==> src/rtl/fifo_pkg.sv <==
// Shared read-mode constants and parameter legality helpers for fifo_level.
package fifo_pkg;

  localparam int unsigned FIFO_MODE_STD  = 0;
  localparam int unsigned FIFO_MODE_FWFT = 1;

  // Thresholds must land inside the reachable occupancy range for the chosen depth.
  function automatic bit thresholds_legal(int unsigned depth_log2, int unsigned almost_full,
                                          int unsigned almost_empty);
    int unsigned cap;
    cap = 1 << depth_log2;
    return (almost_full >= 1) && (almost_full <= cap) && (almost_empty <= cap - 1);
  endfunction

  function automatic bit mode_legal(int unsigned fwft);
    return (fwft == FIFO_MODE_STD) || (fwft == FIFO_MODE_FWFT);
  endfunction

endpackage

==> src/rtl/fifo_level_if.sv <==
// Handshake and status bundle between a FIFO and its producer/consumer.
interface fifo_level_if #(
  parameter int unsigned WIDTH      = 8,
  parameter int unsigned DEPTH_LOG2 = 4
) ();

  logic                  flush;
  logic                  write;
  logic [WIDTH-1:0]      write_data;
  logic                  read;
  logic                  clear_err;
  logic [WIDTH-1:0]      read_data;
  logic                  read_valid;
  logic [DEPTH_LOG2:0]   count;
  logic                  empty;
  logic                  full;
  logic                  almost_empty;
  logic                  almost_full;
  logic                  overflow;
  logic                  underflow;

  modport master (
    output flush, write, write_data, read, clear_err,
    input  read_data, read_valid, count, empty, full, almost_empty, almost_full,
           overflow, underflow
  );

  modport slave (
    input  flush, write, write_data, read, clear_err,
    output read_data, read_valid, count, empty, full, almost_empty, almost_full,
           overflow, underflow
  );

endinterface

==> src/rtl/fifo_mem.sv <==
// Dual-port storage array: synchronous write, asynchronous read.
module fifo_mem #(
  parameter int unsigned WIDTH      = 8,
  parameter int unsigned DEPTH_LOG2 = 4
) (
  input  logic                  Clock,
  input  logic                  write_en,
  input  logic [DEPTH_LOG2-1:0] write_addr,
  input  logic [WIDTH-1:0]      write_data,
  input  logic [DEPTH_LOG2-1:0] read_addr,
  output logic [WIDTH-1:0]      read_data
);

  logic [WIDTH-1:0] mem [2**DEPTH_LOG2];

  always_ff @(posedge Clock) begin
    if (write_en) begin
      mem[write_addr] <= write_data;
    end
  end

  assign read_data = mem[read_addr];

endmodule

==> src/rtl/fifo_level.sv <==
// Single-clock FIFO with occupancy count, threshold flags, sticky error flags and flush.
module fifo_level
  import fifo_pkg::*;
#(
  parameter int unsigned WIDTH        = 8,
  parameter int unsigned DEPTH_LOG2   = 4,
  parameter int unsigned ALMOST_FULL  = 12,
  parameter int unsigned ALMOST_EMPTY = 2,
  parameter int unsigned FWFT         = FIFO_MODE_FWFT
) (
  input logic        Clock,
  input logic        ResetN,
  fifo_level_if.slave bus
);

  localparam int unsigned CW = DEPTH_LOG2 + 1;
  localparam logic [DEPTH_LOG2:0] CapCnt = CW'(2 ** DEPTH_LOG2);
  localparam logic [DEPTH_LOG2:0] AfCnt  = CW'(ALMOST_FULL);
  localparam logic [DEPTH_LOG2:0] AeCnt  = CW'(ALMOST_EMPTY);

  if (!thresholds_legal(DEPTH_LOG2, ALMOST_FULL, ALMOST_EMPTY)) begin : gen_bad_thresholds
    $error("fifo_level: ALMOST_FULL/ALMOST_EMPTY outside legal range");
  end
  if (!mode_legal(FWFT)) begin : gen_bad_mode
    $error("fifo_level: FWFT must be 0 or 1");
  end

  logic [DEPTH_LOG2-1:0] wr_ptr_q, wr_ptr_d, rd_ptr_q, rd_ptr_d;
  logic [DEPTH_LOG2:0]   count_q, count_d;
  logic                  empty_q, empty_d, full_q, full_d;
  logic                  almost_empty_q, almost_empty_d, almost_full_q, almost_full_d;
  logic                  overflow_q, overflow_d, underflow_q, underflow_d;
  logic                  rd_acc, wr_acc, mem_we;
  logic [WIDTH-1:0]      mem_rdata;

  // A full FIFO still takes a write when a read frees a slot in the same cycle.
  assign rd_acc = bus.read & ~empty_q;
  assign wr_acc = bus.write & (~full_q | rd_acc);
  assign mem_we = wr_acc & ~bus.flush;

  always_comb begin
    wr_ptr_d = wr_ptr_q;
    rd_ptr_d = rd_ptr_q;
    count_d  = count_q;
    if (bus.flush) begin
      wr_ptr_d = '0;
      rd_ptr_d = '0;
      count_d  = '0;
    end else begin
      if (wr_acc) wr_ptr_d = wr_ptr_q + DEPTH_LOG2'(1);
      if (rd_acc) rd_ptr_d = rd_ptr_q + DEPTH_LOG2'(1);
      count_d = count_q + CW'(wr_acc) - CW'(rd_acc);
    end

    // Flags track count_d so they change on the same edge as count.
    empty_d        = (count_d == '0);
    full_d         = (count_d == CapCnt);
    almost_empty_d = (count_d <= AeCnt);
    almost_full_d  = (count_d >= AfCnt);

    // Setting wins over clear_err; flush suppresses new errors but keeps old ones.
    overflow_d  = (bus.write & ~wr_acc & ~bus.flush) | (overflow_q & ~bus.clear_err);
    underflow_d = (bus.read & empty_q & ~bus.flush) | (underflow_q & ~bus.clear_err);
  end

  always_ff @(posedge Clock) begin
    if (!ResetN) begin
      wr_ptr_q       <= '0;
      rd_ptr_q       <= '0;
      count_q        <= '0;
      empty_q        <= 1'b1;
      full_q         <= 1'b0;
      almost_empty_q <= 1'b1;
      almost_full_q  <= 1'b0;
      overflow_q     <= 1'b0;
      underflow_q    <= 1'b0;
    end else begin
      wr_ptr_q       <= wr_ptr_d;
      rd_ptr_q       <= rd_ptr_d;
      count_q        <= count_d;
      empty_q        <= empty_d;
      full_q         <= full_d;
      almost_empty_q <= almost_empty_d;
      almost_full_q  <= almost_full_d;
      overflow_q     <= overflow_d;
      underflow_q    <= underflow_d;
    end
  end

  fifo_mem #(
    .WIDTH      (WIDTH),
    .DEPTH_LOG2 (DEPTH_LOG2)
  ) u_mem (
    .Clock      (Clock),
    .write_en   (mem_we),
    .write_addr (wr_ptr_q),
    .write_data (bus.write_data),
    .read_addr  (rd_ptr_q),
    .read_data  (mem_rdata)
  );

  if (FWFT == FIFO_MODE_FWFT) begin : gen_fwft
    assign bus.read_data  = mem_rdata;
    assign bus.read_valid = ~empty_q;
  end else begin : gen_std
    logic [WIDTH-1:0] rdata_q;
    logic             rvalid_q;

    always_ff @(posedge Clock) begin
      if (!ResetN) begin
        rdata_q  <= '0;
        rvalid_q <= 1'b0;
      end else if (bus.flush) begin
        rvalid_q <= 1'b0;
      end else begin
        rvalid_q <= rd_acc;
        if (rd_acc) rdata_q <= mem_rdata;
      end
    end

    assign bus.read_data  = rdata_q;
    assign bus.read_valid = rvalid_q;
  end

  assign bus.count        = count_q;
  assign bus.empty        = empty_q;
  assign bus.full         = full_q;
  assign bus.almost_empty = almost_empty_q;
  assign bus.almost_full  = almost_full_q;
  assign bus.overflow     = overflow_q;
  assign bus.underflow    = underflow_q;

endmodule

==> src/flat_wrapper.sv <==
// flat-port wrapper written by rule: the top's interface ports become plain ports
module fifo_level_flat import fifo_pkg::*;
#(
  parameter int unsigned WIDTH        = 8,
  parameter int unsigned DEPTH_LOG2   = 4,
  parameter int unsigned ALMOST_FULL  = 12,
  parameter int unsigned ALMOST_EMPTY = 2,
  parameter int unsigned FWFT         = FIFO_MODE_FWFT
)
  (Clock, ResetN, bus_flush, bus_write, bus_write_data, bus_read, bus_clear_err, bus_read_data, bus_read_valid, bus_count, bus_empty, bus_full, bus_almost_empty, bus_almost_full, bus_overflow, bus_underflow);
  fifo_level_if #(.WIDTH(WIDTH), .DEPTH_LOG2(DEPTH_LOG2)) bus_i ();
  input logic Clock;
  input logic ResetN;
  input wire logic [$bits(bus_i.flush)-1:0] bus_flush;
  input wire logic [$bits(bus_i.write)-1:0] bus_write;
  input wire logic [$bits(bus_i.write_data)-1:0] bus_write_data;
  input wire logic [$bits(bus_i.read)-1:0] bus_read;
  input wire logic [$bits(bus_i.clear_err)-1:0] bus_clear_err;
  output wire logic [$bits(bus_i.read_data)-1:0] bus_read_data;
  output wire logic [$bits(bus_i.read_valid)-1:0] bus_read_valid;
  output wire logic [$bits(bus_i.count)-1:0] bus_count;
  output wire logic [$bits(bus_i.empty)-1:0] bus_empty;
  output wire logic [$bits(bus_i.full)-1:0] bus_full;
  output wire logic [$bits(bus_i.almost_empty)-1:0] bus_almost_empty;
  output wire logic [$bits(bus_i.almost_full)-1:0] bus_almost_full;
  output wire logic [$bits(bus_i.overflow)-1:0] bus_overflow;
  output wire logic [$bits(bus_i.underflow)-1:0] bus_underflow;
  assign bus_i.flush = bus_flush;
  assign bus_i.write = bus_write;
  assign bus_i.write_data = bus_write_data;
  assign bus_i.read = bus_read;
  assign bus_i.clear_err = bus_clear_err;
  assign bus_read_data = bus_i.read_data;
  assign bus_read_valid = bus_i.read_valid;
  assign bus_count = bus_i.count;
  assign bus_empty = bus_i.empty;
  assign bus_full = bus_i.full;
  assign bus_almost_empty = bus_i.almost_empty;
  assign bus_almost_full = bus_i.almost_full;
  assign bus_overflow = bus_i.overflow;
  assign bus_underflow = bus_i.underflow;
  fifo_level #(.WIDTH(WIDTH), .DEPTH_LOG2(DEPTH_LOG2), .ALMOST_FULL(ALMOST_FULL), .ALMOST_EMPTY(ALMOST_EMPTY), .FWFT(FWFT)) u_core (.Clock(Clock), .ResetN(ResetN), .bus(bus_i));
endmodule
==> config.mk <==
export PLATFORM = sky130hd
export DESIGN_NAME = fifo_level_flat
export DESIGN_NICKNAME = d
export VERILOG_FILES = /design/src/rtl/fifo_pkg.sv /design/src/rtl/fifo_level_if.sv /design/src/rtl/fifo_mem.sv /design/src/rtl/fifo_level.sv /design/src/flat_wrapper.sv
export SDC_FILE = /design/constraint.sdc
export NUM_CORES = 1
export LEC_CHECK = 0
export ABC_AREA = 0
export CAP_MARGIN = 15
export CORE_MARGIN = 3
export CORE_UTILIZATION = 55
export CTS_BUF_LIST = sky130_fd_sc_hd__clkbuf_8 sky130_fd_sc_hd__clkbuf_16
export DETAILED_ROUTE_END_ITERATION = 7
export PLACE_DENSITY = 0.84
export SYNTH_ARGS = -nofsm -noshare
export SYNTH_HDL_FRONTEND = slang
export SYNTH_HIERARCHICAL = 1
export SYNTH_SLANG_ARGS = --single-unit
==> constraint.sdc <==
create_clock -name Clock -period 3.2 [get_ports Clock]
set_input_delay 0.64 -clock Clock [delete_from_list [all_inputs] [get_ports Clock]]
set_output_delay 0.64 -clock Clock [all_outputs]
set_load 0.05 [all_outputs]
# Yosys cells after proc, flatten, opt, wreduce, memory -nomap -nowiden

Memories as Yosys holds them, arrays and structs flattened. A register that Yosys moved wholly into a read port is not among the register bits.
Cells that the tools add are included.

Magnitude comparators: 2
Reductions and logical operators: 2
Equal/unequal tests: 1
Div/mod/pow operators: 0
$add $sub $neg: 4
Muxes and demuxes: 5
Multiply operators: 0
Shift-type cells: 0
Bitwise logic cells: 18

Operator list:

| operator                                                                             | count |
|---|---|
| 1-bit AND                                                                            | 9 |
| 4-bit by 1-bit adder with 4-bit output (second input constant)                       | 2 |
| 4-bit 2-to-1 mux                                                                     | 2 |
| 1-bit NOT                                                                            | 6 |
| 5-bit by 1-bit adder with 5-bit output                                               | 1 |
| 5-bit equality test (second input constant)                                          | 1 |
| 5-bit by 4-bit greater-or-equal comparator with 1-bit output (second input constant) | 1 |
| 5-bit by 2-bit less-or-equal comparator with 1-bit output (second input constant)    | 1 |
| 5-bit logical NOT                                                                    | 1 |
| 5-bit 2-to-1 mux                                                                     | 1 |
| 5-bit by 1-bit subtractor with 5-bit output                                          | 1 |
| 1-bit bitwise OR                                                                     | 3 |
| 1-bit 2-to-1 mux                                                                     | 2 |
| 2-bit OR reduction                                                                   | 1 |

Bits in read-only memories: 0
Logic and storage cells: 42
Register bits: 19
Output and inout bits: 20
Memory bits (writable): 128
Bits in latches: 0
Input bits: 14
Memories kept: 1

Memory list:

| memory           | words | bits a word | read ports | clocked after Yosys merged registers in | write ports | RTL line       | RTL |
|---|---|---|---|---|---|---|---|
| u_core.u_mem.mem | 16    | 8           | 1          | 1                                       | 1           | fifo_mem.sv:14 | `logic [WIDTH-1:0] mem [2**DEPTH_LOG2];` |

# Depth between registers and ports, before layout

Gate-level depths: netlist (run 1).

Depth in word-level cells: 8
Mapped depth: 12
Gate-level depth less buffers: 12

# Modules after synthesis

Netlist (run 1), hierarchy kept.

By module, submodules not included:

| module     | cells an instance | sequential area each (sq um) | instances | area an instance (sq um) |
|---|---|---|---|---|
| fifo_mem   | 221               | 3843.7                       | 1         | 4987.3 |
| fifo_level | 97                | 380.4                        | 1         | 893.4 |

# Least setup slack after synthesis (run 1)

OpenSTA, ideal clock, no wires.

Path kind: reg-to-reg
Start: register u_core.empty_q, in the netlist u_core/bus.empty
End: register u_core.full_q, in the netlist u_core/bus.full
Path buffers: 0
Slack: 0.413 ns
Library setup time: 0.117 ns
Period minus slack after synthesis: 2.787 ns
Required time: 3.083 ns
Arrival time: 2.670 ns
Stages on the path, launching flop included: 13
Path through: dfxtp_1 nand2b_4 a21oi_1 inv_1 ha_1 inv_1 ha_1 inv_1 fa_1 nand2b_1 a21oi_1 xnor2_1 and4b_1

Longest elaborated chain between the ends: 8

RTL lines:

| element                                         | RTL line         | RTL |
|---|---|---|
| from (decl)                                     | fifo_level.sv:30 | `logic empty_q, empty_d, full_q, full_d;` |
| from (signal assigned)                          | fifo_level.sv:81 | `empty_q <= empty_d;` |
| 1-bit NOT (*)                                   | fifo_level.sv:37 | `assign rd_acc = bus.read & ~empty_q;` |
| 1-bit AND (*)                                   | fifo_level.sv:37 |  |
| 1-bit bitwise OR                                | fifo_level.sv:38 | `assign wr_acc = bus.write & (~full_q \| rd_acc);` |
| 1-bit AND                                       | fifo_level.sv:38 |  |
| 5-bit by 1-bit adder with 5-bit output          | fifo_level.sv:52 | `count_d = count_q + CW'(wr_acc) - CW'(rd_acc);` |
| 5-bit by 1-bit subtractor with 5-bit output (*) | fifo_level.sv:52 |  |
| 5-bit 2-to-1 mux (*)                            | fifo_level.sv:45 | `if (bus.flush) begin` |
| 5-bit equality test (*)                         | fifo_level.sv:57 | `full_d = (count_d == CapCnt);` |
| to (signal assigned)                            | fifo_level.sv:82 | `full_q <= full_d;` |
| to (decl)                                       | fifo_level.sv:30 |  |

Every way passes the cells marked *; elsewhere a longest branch is shown, timed or not.
A chain may end at the register's enable or synchronous reset.

==> summary.md, run 1 <==
| Metric | Value |
|---|---|
| Status | complete, no violations |
| Most frequent cells in the layout | 128 x edfxtp_1, 32 x buf_4, 26 x nor2_1 |
| Final Hold Viols | 0 |
| Dominant synthesized flop cell | edfxtp_1 |
| Req. time, crit path | between 2 and 3 ns |
| CTS clk-pin slew, worst paths | approximately 0.06 ns |
| Layout area overhead | 20.1% |
| Synth unique cells | 38 |
| Slew Viols, Final | 0 |
| Final setup violation count | 0 |
| Crit start category | flop |
| Via count | a little over 3,000 |
| Core area | ~10,000 µm² |
| Drt first pass iters | 4 |
| Nets@finish | around 400 |
| Initial drt markers | approximately 270 |
| Chip height | 109 µm |
| P_leak | between 2 and 2.5 nW |
| Synth Cell Area | 5880 µm² |
| Synth Net Count | 340 |
| Capturing element type of the critical path | output port |
| CTS tree | done |
| Most common cell after layout, fill and taps aside | edfxtp_1 |
| Initial antenna violation count | 0 |
| Number of synthesized flops with an enable pin | about 130 |
| Mean Syn Cell Area | 18.5 µm² |
| Pwr/cell area | about 620 nW/µm² |
| Synth top area share | between 60% and 70% |
| Worst slew pin tran | around 0.76 ns |
| Multiplexer share of the synthesized area | about an eighth |
| Tot Pwr | ~0.0044 W |
| Initial Utilization | between 50% and 60% |
| Largest net degree at the start of global routing | 36 |
| WHS | approximately 0.49 ns |
| Total track usage | 21.6% |
| Main combinational cell family by area after synthesis | multiplexers |
| Worst reg-to-reg path cell count | 12 |
| Sequential area share after synthesis | 71.8% |
| Maximum capacitance violations | 0 |
| Share of flip-flops with an asynchronous set or reset | 0% |
| Setup Buffers After CTS | 0 |
| Largest cells by area after synthesis | edfxtp_1 65%, mux4_2 6.9%, dfxtp_1 6.5%, mux4_1 6.3%, a22oi_1 2.0% |
| Worst Path Max Fanout | 35 |
| Die Wd | about 110 µm |
| CP Data Arrival Time | 2.36 ns |
| Die area | 12,000 µm² |
| Cts repair resizes | 0 |
| Crit path kind | flop to output port |
| WL per Instance | around 22 µm |
| Antenna Cells | 0 |
| Hold Buf Count CTS | 0 |
| Root Buffer | clkbuf_8 |
| Worst skew pair latency | approximately 0.52 ns |
| Overflow after GRT | 0 |
| Yosys top cell by area | edfxtp_1 |
| ANT nets after route | 0 |
| Share of cells above drive strength 1 | around 22% |
| Simple-gate share of the synthesized area | under 10% |
| Total Wirelength | between 10,000 and 15,000 µm |
| Final clock skew | around 0.013 ns |
| Adder-cell share of the synthesized area | under 10% |
| Slew HR | between 40% and 50% |
| Clock Sinks | approximately 150 |
| Core Util, Final | between 60 and 70% |
| YS warnings | 6 |
| Routability Congestion | roughly 0.8 |
| Num ports | 34 |
| Clock Path Buffers | 2 |
| Hold depth | 2 |
| Num rows | 37 |
| Vias in the first global route | 3,261 |
| Compound-Gate Fraction of Synth Area | 3.55% |
| Vias per cell | 5.82 |
| Worst hold path class | flop to flop |
| Drt drc | 0 |
| DP HPWL | around 7200 µm |
| First-pass GRT wire length | approximately 18,000 µm |
| Maximum vdd drop | 0.000366 V |
| Synthesized-area fraction occupied by xor and xnor cells | about 1.6% |
| Post-synthesis register bit count | about 150 |
| Unrepaired setup endpoints after global routing | no |
| F_max | approximately 0.33 GHz |
| Final period util | a little over nine tenths |
| Cts bufs inserted | 17 |
| Tmin final | roughly 3.0 ns |
| Cells after synthesis | about 320 |
| # port buffers | 33 |
| H-Tree Depth | 4 |
## cells by family after synthesis
group                    count (synthesis)
AO/OA/AOI/OAI                           29
XOR/XNOR                                10
adder cells (fa/ha/maj)                  8
buffers and inverters                   25
flip-flops                             147
multiplexers                            33
AND/OR/NAND/NOR                         66
## power breakdown
group / internal (W) / switching, W
Sequential: 0.00211 / 0.0000159
Clock: 0.00119 / 0.000760
Combinational: 0.000131 / 0.000204
## synth_stat cells (3+ instances only)
cell             instances
edfxtp_1               128
nor2_1                  26
dfxtp_1                 19
mux4_2                  18
a22oi_1                 16
nand2_1                 15
inv_1                   14
mux4_1                  14
ha_1                     7
xnor2_1                  7
nand2b_1                 5
nor3_1                   5
a21oi_1                  4
and2_1                   3
buf_2                    3
buf_6                    3
clkdlybuf4s25_2          3
## flip-flops by register name (all words and copies together), names as in the netlist
signal                   count
u_core/bus.count             5
u_core/wr_ptr_q              4
u_core/bus.empty             1
u_core/bus.almost_empty      1
u_core/bus.full              1
u_core/bus.underflow         1
u_core/bus.almost_full       1
u_core/u_mem/mem           128
u_core/rd_ptr_q              4
u_core/bus.overflow          1
## through the flow
stage	instance area (µm²)	setup TNS (ns)	std cells	setup slack [ns]
final	7060	0	532	0.202
after CTS	7060	0	532	0.184
after global routing	7060	0	532	0.129
after global placement	6470	-0.0414	501	-0.0414
after detailed placement	6470	-0.239	501	-0.125
after floorplan	5880	0	318	0.413
## critical path, stage by stage, from the launching register on
cell,delay (ns)
dfxtp_2,0.34
buf_12,0.25
mux4_1,0.60
a22oi_1,0.28
nand2_1,0.13
buf_4,0.20
## metal layers
| layer | part of all wire, % | GRT usage, % | vias to the layer above |
|---|---|---|---|
| li1 | - | - | 1394 |
| met1 | 41 | 29.2 | 1569 |
| met2 | 50 | 33.7 | 124 |
| met3 | 8.2 | 7.63 | 8 |
| met4 | 1.1 | 6.32 | 0 |
| met5 | 0 | 0 | - |
## layout make-up
| type | count | area, µm² |
|---|---|---|
| flip-flops and latches | 147 | 4230 |
| clock buffers | 17 | 414 |
| clock inverters | 14 | 176 |
| inverters | 14 | 52.6 |
| fillers | 664 | 3310 |
| repair buffers | 58 | 510 |
| well taps | 136 | 170 |
| multi-input cells | 146 | 1510 |
## final timing paths
path	startpoint	slack, ns	to
max	u_core/rd_ptr_q[0]	0.20	bus_read_data[1]
min	u_core/bus.overflow	0.49	u_core/bus.overflow
max reg2reg	u_core/bus.empty	0.66	u_core/bus.full
min reg2reg	u_core/bus.overflow	0.49	u_core/bus.overflow
No activity file was read; power rests on OpenSTA's default activity.
==> inputs of run 2 (changes only) <==
- clock period: 3.2 -> 3.1 ns (I/O delays scaled with it)
==> run 2 against run 1 <==
Against the previous run: power shrank 0.80%; critical endpoint is now bus_read_data[6]; flip-flop and latch count did not move; clock skew down 0.0044 ns; non-clock buffer count grew 4.
==> summary.md, run 2 (synthesized netlist as in run 1, its figures left out) <==
| Metric | Value |
|---|---|
| Status | complete, no violations (unchanged) |
| Comb power frac | 8.1% (was 7.6%) |
| Clock Sinks | 147 (unchanged) |
| Hold depth | 2 (unchanged) |
| Num rows | 37 (unchanged) |
| Total track usage | 23.1% (was 21.6%) |
| Worst r2r src | u_core/bus.empty (unchanged) |
| Slew HR | 48.2% (was 49.0%) |
| Core area | 10,400 µm² (unchanged) |
| Drt drc | 0 (unchanged) |
| # port buffers | 33 (unchanged) |
| Metal2 WL | 6310 µm (was 5870 µm) |
| Reg2reg end | u_core/bus.full (unchanged) |
| CTS clk-pin slew, worst paths | 0.06 ns (about the same) |
| Final clock skew | 0.00811 ns (was 0.0125 ns) |
| CTS tree | done (unchanged) |
| Met1 wire length | 4770 µm (was 4780 µm) |
| Biggest register | u_core/u_mem/mem (unchanged) |
| H-Tree Depth | 4 (unchanged) |
| Worst hold path class | flop to flop (unchanged) |
| Antenna Cells | 0 (unchanged) |
| WHS Endpoint | u_core/rd_ptr_q[1] (was u_core/bus.overflow) |
| Final setup violation count | 0 (unchanged) |
| Req. time, crit path | 2.48 ns (was 2.56 ns) |
| Clock Power Share | 41.8% (was 44.3%) |
| Nets@finish | 410 (was 406) |
| Most frequent cells in the layout | 128 x edfxtp_1, 35 x buf_4, 26 x nor2_1 (was 128 x edfxtp_1, 32 x buf_4, 26 x nor2_1) |
| Maximum capacitance violations | 0 (unchanged) |
| Initial antenna violation count | 0 (unchanged) |
| Final period util | a little over nine tenths |
| Vias in the first global route | 3,329 (was 3,261) |
| Capturing element type of the critical path | output port (unchanged) |
| Maximum vdd drop | 0.000389 V (was 0.000366 V) |
| Pwr/cell area | 619 nW/µm² (was 624 nW/µm²) |
| Dpl ws | -0.168 ns (was -0.125 ns) |
| Switching portion of total power | 24.1% (was 22.2%) |
| Cell Int Power | 0.00332 W (was 0.00343 W) |
| Tmin final | 2.96 ns |
| Initial Utilization | 56.7% (unchanged) |
| Crit start category | flop (unchanged) |
| Drt first pass iters | 4 (unchanged) |
| Worst slew pin tran | 0.774 ns (was 0.762 ns) |
| F_max | 0.338 GHz |
| Highest Signal Layer | met4 (unchanged) |
| Length of routed met3 wiring | 1010 µm (was 963 µm) |
| Root Buffer | clkbuf_8 (unchanged) |
| Clock Path Buffers | 2 (unchanged) |
| Chip height | 109 µm (unchanged) |
| Hold path startpoint | u_core/rd_ptr_q[1] (was u_core/bus.overflow) |
| Cts bufs inserted | 17 (unchanged) |
| ANT nets after route | 0 (unchanged) |
| Tot Pwr | 0.00437 W (was 0.00441 W) |
| Initial drt markers | 295 (was 267) |
| Num ports | 34 (unchanged) |
| P_leak | 2.39 nW (was 2.38 nW) |
| Worst Path Max Fanout | 14 (was 35) |
| Slew Viols, Final | 0 (unchanged) |
| Total Wirelength | 12,400 µm (was 11,700 µm) |
| Largest net degree at the start of global routing | 35 (was 36) |
| WL per Instance | 23.1 µm (was 22.1 µm) |
| Final worst setup slack | 0.143 ns (was 0.202 ns) |
| Switching pwr | 0.00106 W (was 0.000980 W) |
| Layout area overhead | 20.2% (was 20.1%) |
| Die area | 12,000 µm² (unchanged) |
| First-pass GRT wire length | 19,200 µm (was 18,300 µm) |
| Unrepaired setup endpoints after global routing | no (unchanged) |
| Via count | 3,152 (was 3,095) |
| Register-to-register setup slack | 0.58 ns (was 0.66 ns) |
| Routability Congestion | 0.780 (was 0.803) |
| Worst reg-to-reg path cell count | 12 (unchanged) |
| Most common cell after layout, fill and taps aside | edfxtp_1 (unchanged) |
| Max reg flops | 128 (unchanged) |
| Overflow after GRT | 0 (unchanged) |
| Die Wd | 109 µm (unchanged) |
| Sequential share of power | 50.1% (was 48.1%) |
| Final Hold Viols | 0 (unchanged) |
| Share of cells above drive strength 1 | 23.5% (was 22.2%) |
| Worst skew pair latency | 0.52 ns (about the same) |
| Vias per cell | 5.88 (was 5.82) |
| Crit path kind | flop to output port (unchanged) |
| CP Data Arrival Time | 2.34 ns (was 2.36 ns) |
| DP HPWL | 7630 µm (was 7160 µm) |
## run 2: cell count changes in the layout (fill, tap and decap cells not counted), sizes merged
cell,before,now
buf,33,36
bufinv,3,0
inv,19,22
bufbuf,0,1
clkinv,2,1
clkinvlp,4,5
## run 2: metal layers
metal	GRT usage, %	up-vias
met2	37.0	145
li1	-	1403
met3	6.75	27
met5	0	-
met4	10.7	0
met1	29.3	1577
## run 2: worst max-delay path by stage
stage | startpoint | end | slack [ns]
after floorplan | u_core/bus.empty | u_core/bus.full | 0.31
after global placement | bus_read | u_core/bus.full | -0.11
after detailed placement | bus_read | u_core/bus.full | -0.17
after CTS | u_core/rd_ptr_q[0] | bus_read_data[6] | 0.04
after global routing | u_core/rd_ptr_q[0] | bus_read_data[1] | 0.05
final | u_core/rd_ptr_q[0] | bus_read_data[6] | 0.14
## run 2: repair_timing
action	4_1_cts	5_1_grt
gates resized for setup	1	1
buffers inserted	0	3
endpoints found under the hold margin	0	0
endpoints found under the setup margin	2	5
gates cloned	1	0
hold buffers	0	0
pin swaps	0	0
## run 2: metrics by stage
stage	hold slack (ns)	cells	utilization, %	instance area [µm²]	TNS, ns
after floorplan	0.511	318	-	5880	0
after global placement	0.452	501	62.4	6470	-0.196
after detailed placement	0.455	501	62.4	6470	-0.484
after CTS	0.464	533	67.9	7040	0
after global routing	0.501	536	68.2	7070	0
final	0.458	536	68.2	7070	0
## run 2: final cells by class
cell class                 count  area, µm²
inverter                      14       52.6
sequential                   147       4230
timing repair buffer          62        566
fill                         664       3300
multi-input combinational    146       1520
tap                          136        170
clock buffer                  17        414
clock inverter                14        121
## run 2: power groups by stage
| stage | sequential [W] | clock, W | combinational, W |
|---|---|---|---|
| floorplan | 0.00228 | 0 | 0.000169 |
| global placement | 0.00223 | 0 | 0.000334 |
| detailed placement | 0.00223 | 0 | 0.000345 |
| CTS | 0.00219 | 0.00186 | 0.000353 |
| global route | 0.00219 | 0.00194 | 0.000380 |
| finish | 0.00219 | 0.00183 | 0.000354 |
## run 2: critical path: stages, from the launching register on
cell,delay [ns]
dfxtp_4,0.39
bufbuf_16,0.33
mux4_2,0.52
a22oi_1,0.21
nand2_1,0.14
buf_4,0.21
==> inputs of run 3 (changes only) <==
- SETUP_SLACK_MARGIN: default -> 0.05
==> run 3 against run 2 <==
Against the previous run: global-route usage increased by 0.051 points; first-iteration DRC count decreased by 9.8%; combinational power about the same; sequential share of layout area increased by 0.14 points; wire length increased by 0.38%; register-to-register slack about the same; clock-buffer cell count unchanged; non-clock buffer count decreased by 2; worst hold slack improved by 0.020 ns; core utilization decreased by 0.16 points; cell count decreased by 0.37%; critical path depth unchanged.
==> summary.md, run 3 (synthesized netlist as in run 1, its figures left out) <==
| Metric | Value |
|---|---|
| Crit path kind | flop to output port (unchanged) |
| Final setup violation count | 0 (unchanged) |
| Initial drt markers | 266 (was 295) |
| Tmin final | 2.92 ns (was 2.96 ns) |
| Antenna Cells | 0 (unchanged) |
| Drt drc | 0 (unchanged) |
| Total track usage | 23.2% (was 23.1%) |
| Root Buffer | clkbuf_8 (unchanged) |
| Num rows | 37 (unchanged) |
| Final period util | 94.1% (was 95.4%) |
| ANT nets after route | 0 (unchanged) |
| Maximum vdd drop | 0.000388 V (was 0.000389 V) |
| First-pass GRT wire length | 19,200 µm (about the same) |
| Req. time, crit path | 2.48 ns (about the same) |
| Nets@finish | 408 (was 410) |
| Chip height | 109 µm (unchanged) |
| Worst skew pair latency | 0.51 ns (was 0.52 ns) |
| Status | complete, no violations (unchanged) |
| Clock Path Buffers | 2 (unchanged) |
| Overflow after GRT | 0 (unchanged) |
| Clock Sinks | 147 (unchanged) |
| Core Util, Final | 68.0% (was 68.2%) |
| Initial Utilization | 56.7% (unchanged) |
| F_max | 0.343 GHz (was 0.338 GHz) |
| Layout area overhead | 20.0% (was 20.2%) |
| Most frequent cells in the layout | 128 x edfxtp_1, 32 x buf_4, 26 x nor2_1 (was 128 x edfxtp_1, 35 x buf_4, 26 x nor2_1) |
| Worst Path Max Fanout | 14 (unchanged) |
| Unrepaired setup endpoints after global routing | no (unchanged) |
| Largest net degree at the start of global routing | 35 (unchanged) |
| Die area | 12,000 µm² (unchanged) |
| Pwr/cell area | 620 nW/µm² (was 619 nW/µm²) |
| P_leak | 2.38 nW (was 2.39 nW) |
| Post-route cell area | 7050 µm² (was 7070 µm²) |
| CTS tree | done (unchanged) |
| Top delay family on crit path | buffers and inverters (unchanged) |
| Maximum capacitance violations | 0 (unchanged) |
| Most common cell after layout, fill and taps aside | edfxtp_1 (unchanged) |
| DP HPWL | 7630 µm (unchanged) |
| CTS clk-pin slew, worst paths | 0.06 ns (about the same) |
| Total Wirelength | 12,500 µm (was 12,400 µm) |
| Max incr delay on CP | 0.53 ns (was 0.52 ns) |
| Drt first pass iters | 4 (unchanged) |
| Critical path cell sequence | bufbuf_16, mux4_2, a22oi_1, nand2_1, buf_4 (unchanged) |
| Max reg flops | 128 (unchanged) |
| Critical path's slowest cell | mux4_2 (unchanged) |
| Vias per cell | 5.94 (was 5.88) |
| Worst hold path class | flop to flop (unchanged) |
| Final Hold Viols | 0 (unchanged) |
| Slew HR | 52.3% (was 48.2%) |
| Area of the multi-input gates | 1510 µm² (was 1520 µm²) |
| Final clock skew | 0.00753 ns (was 0.00811 ns) |
| Routability Congestion | 0.780 (unchanged) |
| Core area | 10,400 µm² (unchanged) |
| Final worst setup slack | 0.184 ns (was 0.143 ns) |
| Register Area | 4230 µm² (unchanged) |
| Die Wd | 109 µm (unchanged) |
| Biggest register | u_core/u_mem/mem (unchanged) |
| Cts bufs inserted | 17 (unchanged) |
| Crit start category | flop (unchanged) |
| Capturing element type of the critical path | output port (unchanged) |
| Initial antenna violation count | 0 (unchanged) |
| Fillers | 667 (was 664) |
| Worst slew pin tran | 0.713 ns (was 0.774 ns) |
| Slew Viols, Final | 0 (unchanged) |
| H-Tree Depth | 4 (unchanged) |
| Placed Area | 6470 µm² (unchanged) |
| Via count | 3,173 (was 3,152) |
| # port buffers | 33 (unchanged) |
| Worst Path Buf+Inv | 2 (unchanged) |
| CP Data Arrival Time | 2.30 ns (was 2.34 ns) |
| Dpl ws | -0.168 ns (unchanged) |
| WL per Instance | 23.3 µm (was 23.1 µm) |
| Num ports | 34 (unchanged) |
| Tot Pwr | 0.00437 W (about the same) |
| Vias in the first global route | 3,334 (was 3,329) |
| Share of cells above drive strength 1 | 22.9% (was 23.5%) |
## run 3: changes by cell type in the layout (fill, tap and decap cells not counted), sizes merged
cell	change
buf	-2
## run 3: power breakdown
part	switching (W)	internal (W)	total, W
Combinational	0.000213	0.000140	0.000353
Sequential	0.0000170	0.00217	0.00219
Clock	0.000824	0.00100	0.00183
## run 3: metrics by stage
| stage | hold slack, ns | setup TNS, ns | std cells |
|---|---|---|---|
| after floorplan | 0.511 | 0 | 318 |
| after global placement | 0.452 | -0.196 | 501 |
| after detailed placement | 0.455 | -0.484 | 501 |
| after CTS | 0.464 | 0 | 534 |
| after global routing | 0.515 | 0 | 534 |
| final | 0.477 | 0 | 534 |
## run 3: final cells by class
class,instances,area share [%]
inverters,14,0.745
flip-flops and latches,147,59.9
multi-input cells,146,21.5
well taps,136,2.41
clock inverters,14,1.72
repair buffers,60,7.86
clock buffers,17,5.87
## run 3: layer usage
layer / global-route usage (%) / part of all wire [%] / vias to the layer above
li1: - / - / 1397
met3: 6.75 / 7.9 / 22
met2: 37.1 / 52 / 160
met4: 10.7 / 2.0 / 0
met5: 0 / 0 / -
met1: 29.4 / 38 / 1594
## run 3: final timing paths
check / start / to / slack, ns / cells after the start
worst max register to register: u_core/bus.empty / u_core/bus.full / 0.57 / 12
worst min-delay path: u_core/rd_ptr_q[1] / u_core/rd_ptr_q[1] / 0.48 / 2
worst max-delay path: u_core/rd_ptr_q[0] / bus_read_data[6] / 0.18 / 5
worst min register to register: u_core/rd_ptr_q[1] / u_core/rd_ptr_q[1] / 0.48 / 2
## run 3: worst register-to-register path: stages (launching register included)
cell,delay (ns)
dfxtp_1,0.34
nand2b_4,0.15
a21oi_1,0.18
inv_1,0.08
ha_1,0.27
inv_1,0.06
ha_1,0.15
inv_1,0.05
fa_1,0.37
nand2b_1,0.15
a21oi_1,0.15
xnor2_1,0.24
and4b_1,0.25
## run 3: timing repair
item,CTS,global route
gates resized for setup,1,1
setup buffers,1,0
endpoints found under the setup margin,7,1
gates cloned,1,0
hold buffers,0,0
